File: src/rtl/sprite_pal_encoder.sv
// sprite_pal_encoder
//   Converts a raster stream of RGB888 pixels into 4-bit palette indices and
//   writes them to sprite memory, one write per accepted pixel.
//
// Ports
//   Clk         system clock, rising edge
//   Reset       asynchronous, active-high reset
//   start       begins a sprite load when sampled high in IDLE
//   pix_valid   pix_color holds a valid pixel
//   pix_color   RGB888 pixel, raster order
//   pix_ready   high only in LOAD (decoded from state)
//   wr_en       sprite-memory write strobe (registered)
//   wr_address  write address = ordinal of the pixel within the load
//   wr_data     palette index, or MISS_INDEX for an unmatched colour
//   busy        high in any state other than IDLE
//   done        one-cycle pulse when a load completes
//   miss_count  unmatched pixels in the current/last load, saturates at 511
//   error       sticky, high when miss_count is non-zero
module sprite_pal_encoder #(
    parameter int unsigned NUM_PIXELS = 441,
    parameter logic [3:0]  MISS_INDEX = 4'h0
) (
    input  logic        Clk,
    input  logic        Reset,
    input  logic        start,
    input  logic        pix_valid,
    input  logic [23:0] pix_color,
    output logic        pix_ready,
    output logic        wr_en,
    output logic [8:0]  wr_address,
    output logic [3:0]  wr_data,
    output logic        busy,
    output logic        done,
    output logic [8:0]  miss_count,
    output logic        error
);

    typedef enum logic [1:0] {
        ST_IDLE,
        ST_LOAD,
        ST_FLUSH,
        ST_DONE
    } state_t;

    localparam logic [8:0] LAST_PIX = 9'(NUM_PIXELS - 1);

    state_t      state;
    state_t      state_nx;

    logic        accept;
    logic        load_start;
    logic [8:0]  pix_cnt;

    // Stage 1: accepted pixel waiting for its palette lookup/write.
    logic        s1_valid;
    logic [23:0] s1_color;
    logic [8:0]  s1_addr;
    logic [3:0]  s1_index;
    logic        s1_miss;

    logic        busy_nx;
    logic        done_nx;

    assign accept     = pix_ready && pix_valid;
    assign load_start = (state == ST_IDLE) && start;

    // State register
    always_ff @(posedge Clk or posedge Reset) begin
        if (Reset) begin
            state <= ST_IDLE;
        end else begin
            state <= state_nx;
        end
    end

    // Next-state logic. FLUSH waits for the in-flight pixel to be written,
    // so the final write always lands while still in FLUSH.
    always_comb begin
        state_nx = state;
        case (state)
            ST_IDLE:  if (start) state_nx = ST_LOAD;
            ST_LOAD:  if (accept && (pix_cnt == LAST_PIX)) state_nx = ST_FLUSH;
            ST_FLUSH: if (!s1_valid) state_nx = ST_DONE;
            ST_DONE:  state_nx = ST_IDLE;
            default:  state_nx = ST_IDLE;
        endcase
    end

    // Output decode. busy/done are registered from the next state so they
    // line up exactly with the state register.
    always_comb begin
        pix_ready = (state == ST_LOAD);
        busy_nx   = (state_nx != ST_IDLE);
        done_nx   = (state_nx == ST_DONE);
    end

    // Pixel counter and stage-1 capture
    always_ff @(posedge Clk or posedge Reset) begin
        if (Reset) begin
            pix_cnt  <= '0;
            s1_valid <= 1'b0;
            s1_color <= '0;
            s1_addr  <= '0;
        end else begin
            s1_valid <= accept;
            if (load_start) begin
                pix_cnt <= '0;
            end else if (accept) begin
                pix_cnt <= pix_cnt + 9'd1;
            end
            if (accept) begin
                s1_color <= pix_color;
                s1_addr  <= pix_cnt;
            end
        end
    end

    // Fixed palette lookup (exact 24-bit match)
    always_comb begin
        s1_index = MISS_INDEX;
        s1_miss  = 1'b0;
        case (s1_color)
            24'h800080: s1_index = 4'd0;
            24'hF83800: s1_index = 4'd1;
            24'hEA9A30: s1_index = 4'd2;
            24'hEF9D34: s1_index = 4'd3;
            24'h227DBB: s1_index = 4'd4;
            24'hFFA440: s1_index = 4'd5;
            24'hAC7C00: s1_index = 4'd6;
            default: begin
                s1_index = MISS_INDEX;
                s1_miss  = 1'b1;
            end
        endcase
    end

    // Stage 2: registered write port and status
    always_ff @(posedge Clk or posedge Reset) begin
        if (Reset) begin
            wr_en      <= 1'b0;
            wr_address <= '0;
            wr_data    <= '0;
            busy       <= 1'b0;
            done       <= 1'b0;
            miss_count <= '0;
            error      <= 1'b0;
        end else begin
            busy  <= busy_nx;
            done  <= done_nx;
            wr_en <= s1_valid;
            if (s1_valid) begin
                wr_address <= s1_addr;
                wr_data    <= s1_index;
            end
            // A load can only start once the pipe has drained, so clearing
            // and counting never collide.
            if (load_start) begin
                miss_count <= '0;
                error      <= 1'b0;
            end else if (s1_valid && s1_miss) begin
                if (miss_count != '1) begin
                    miss_count <= miss_count + 9'd1;
                end
                error <= 1'b1;
            end
        end
    end

endmodule

File: config.mk
export PLATFORM = sky130hd
export DESIGN_NAME = sprite_pal_encoder
export DESIGN_NICKNAME = d
export VERILOG_FILES = /design/src/rtl/sprite_pal_encoder.sv
export SDC_FILE = /design/constraint.sdc
export NUM_CORES = 1
export LEC_CHECK = 0
export ABC_CLOCK_PERIOD_IN_PS = 3300
export CORE_UTILIZATION = 49
export DETAILED_ROUTE_END_ITERATION = 7
export PLACE_DENSITY_LB_ADDON = 0.25
export SYNTH_ARGS = -nofsm -noshare
export SYNTH_HDL_FRONTEND = slang
export SYNTH_SLANG_ARGS = --single-unit
File: constraint.sdc
create_clock -name Clk -period 3.3 [get_ports Clk]
set_input_delay 0.99 -clock Clk [delete_from_list [all_inputs] [get_ports Clk]]
set_output_delay 0.99 -clock Clk [all_outputs]
set_load 0.05 [all_outputs]
==> flow_summary.toml, run 1 <==
[run_status]
outcome = "finished, final reports clean"

[detailed_routing]
totalWireLength_um = 6810
drt-initial-drc-count = 189
drc = 0
ant_nets = 0
vias_per_cell = 5.39
num_vias = 2543
wl_per_cell_um = 14.4
drtPass1Iterations = 4

[setup_path]
start_kind = "register"
endpoint_kind = "output pin"
cp_num_buf_inv = 1
path_cells = "nor2b_1 > clkdlybuf4s50_1"
crit_fanout = 5
cp_top_family = "buffers and inverters"
cp.required_ns = 2.31
reg2reg_from = "s1_color[15]"
arrival_ns = 1.87
slowest_stage = "clkdlybuf4s50_1"
cp.depth = 2
r2r_cells = 6
slowest_delay_ns = 0.85
critPathLaunch = "state[0]"
path_class = "register to output pin"

[cts]
cts_setup_buffers = 0
cts_buffer_depth = 2
cts_sinks = 70
ctsResizeCount = 0
root_buffer = "clkbuf_8"
cts_hold_buffers = 0
tritoncts = "yes"
insertion_delay_ns = 0.34
numCtsBuffers = 9
clk_pin_slew_ns = 0.08
htreeDepth = 3

[power]
power_mw = 2.79
vdd_drop_max_uv = 506
power.density_nw_per_um2 = 700
leakagePower_nw = 1.88

[die]
die_area_um2 = 6830
core-area_um2 = 6310
num_rows = 29
dieWidth_um = 82.6
die_height_um = 82.6
num_io_pins = 55
initial_core_util_pct = 50.5

[synth]
synth.net_count = 368
yosysWarningCount = 0
avgSynthCellArea_um2 = 9.48
synth_area_um2 = 3190
synth_mux_area_share_pct = 3.89
synth-compound-area-share_pct = 4.91
yosys.area_share.adder_pct = 1.57
synth-seq-cells = 70
synth_edf_count = 0
synth_async_sr_flop_share_pct = 100
synthDistinctLibCells = 45
synth_xor_area_share_pct = 2.20
synth_top_family_by_area = "simple AND/OR/NAND/NOR gates"
synth_ff_type = "dfrtp_1"
synthSimpleGateAreaFrac_pct = 29.3
seq_area_frac_synth_pct = 55.0
syn_inst = 336

[layout]
areaGrowthSynthToFinish_pct = 25.1
fin_util_pct = 63.1
final_common_cell = "nand2_1"
regArea_um2 = 1750
fill_cells = 568
diodes = 0
final_cell_mix = "107 x nand2_1, 70 x dfrtp_1, 53 x clkdlybuf4s50_1"
multi_input_area_um2 = 1340
drive_gt1_share_pct = 9.62
final_nets = 422
final_area_um2 = 3990
fin_cells = 472

[placed_design]
io_buffer_count = 53
dpl.cell_count = 456
gp_routability_congestion = 0.860
place_ws_ns = 0.655
place_hpwl_um = 4700
placed_area_um2 = 3800

[sta]
final_hold_viol_count = 0
fin_skew_ns = 0.00899
hold_slack_ns = 0.483
maxSlewHeadroom_pct = 52.7
fin_ws_ns = 0.436
setup_viol_count_final = 0
final_max_slew_viol_count = 0
clock.fmax_ghz = 0.349
setup_tns_ns = 0
period_share_pct = 86.8
worstMarginPinSlew_ns = 0.709
rsz0062_at_grt = "no"
period_minus_slack_ns = 2.86

[job]
maxCapViolations = 0

[global_route]
antenna_found_initial = 0
first_global_vias = 2516
grt-ovfl-total = 0
grt_first_pass_wirelength_um = 11500
grt_max_degree = 71
grt_use_total_pct = 22.9

[worst_hold_path]
hp-start = "s1_addr[4]"
hold_path_class = "register to register"
worstHoldPathCells = 2
state kept, by name (all words and copies together), names as in the netlist:
| name | cells |
|---|---|
| s1_addr | 9 |
| wr_en | 1 |
| s1_valid | 1 |
| s1_color | 24 |
| miss_count | 9 |
| error | 1 |
| pix_cnt | 9 |
| busy | 1 |
| wr_address | 9 |
| done | 1 |
| wr_data | 3 |
| state | 2 |
logic make-up (layout without fill, tap and decap cells):
kind of cell,Yosys count,count (layout)
adders and majority gates,4,4
xor gates and xnor gates,8,8
muxes,11,11
other,1,1
DFF,70,70
buffers and inverters,23,82
AOI/OAI and AO/OA,24,24
and+or+nand+nor,195,195
routing by layer:
metal	vias up	routed length (um)	global-route usage (%)
li1	1243	-	-
met1	1229	3320	31.3
met2	56	3100	35.4
met3	15	250	3.85
met4	0	142	11.2
met5	-	0	0
cells in the mapped netlist, types with 2 or more instances:
cell type	instances	area, um^2
nor3b_1	3	22.5
buf_1	4	15.0
dfrtp_1	70	1750
and3b_1	2	17.5
nand2_1	107	402
xor2_1	6	52.6
mux2_2	11	124
xnor2_1	2	17.5
nand4_1	12	75.1
a211o_2	2	20.0
and3_1	4	25.0
and4b_1	4	40.0
nor2_1	25	93.8
clkbuf_1	8	30.0
nor4b_1	2	17.5
o21ai_0	5	25.0
and4_1	4	35.0
nor2b_1	3	18.8
a21oi_1	8	40.0
nor3_1	6	30.0
inv_1	9	33.8
nand3_1	10	50.1
or3_1	2	12.5
or4_1	2	15.0
a31oi_1	2	12.5
ha_1	4	50.1
power by group:
part	internal (mW)	switching (mW)
Clock	0.346	0.327
Sequential	1.05	0.202
Combinational	0.333	0.529
Total	1.73	1.06
worst reg2reg max path, cell delays in order, from the launching register on:
cell	delay, ns
dfrtp_1	0.41
or4b_1	0.55
or4_1	0.56
a2bb2oi_1	0.16
and4_4	0.24
nand4_1	0.12
mux2_2	0.34
area by class of cell:
class | instances | area share (%)
inverters | 9 | 0.847
clock buffers | 10 | 3.20
flip-flops and latches | 70 | 43.9
clock inverters | 6 | 1.57
multi-input cells | 243 | 33.6
well taps | 77 | 2.42
repair buffers | 57 | 14.4
worst paths after layout:
| check | slack [ns] | end |
|---|---|---|
| min in group asynchronous | 1.05 | error |
| worst max register to register | 0.82 | miss_count[5] |
| worst max-delay path | 0.44 | pix_ready |
| worst min-delay path | 0.48 | s1_addr[4] |
| max in group asynchronous | 1.96 | s1_color[11] |
| worst min register to register | 0.48 | s1_addr[4] |
(Power assumes the default switching activity.)
==> run 2: changes to the inputs <==
--- a/config.mk
+++ b/config.mk
@@ -6,6 +6,7 @@
 export NUM_CORES = 1
 export LEC_CHECK = 0
 export ABC_CLOCK_PERIOD_IN_PS = 3300
+export CAP_MARGIN = 40
 export CORE_UTILIZATION = 49
 export DETAILED_ROUTE_END_ITERATION = 7
 export PLACE_DENSITY_LB_ADDON = 0.25
==> results of run 2 <==
Final layout, timing and power as in run 1 (identical DEF).
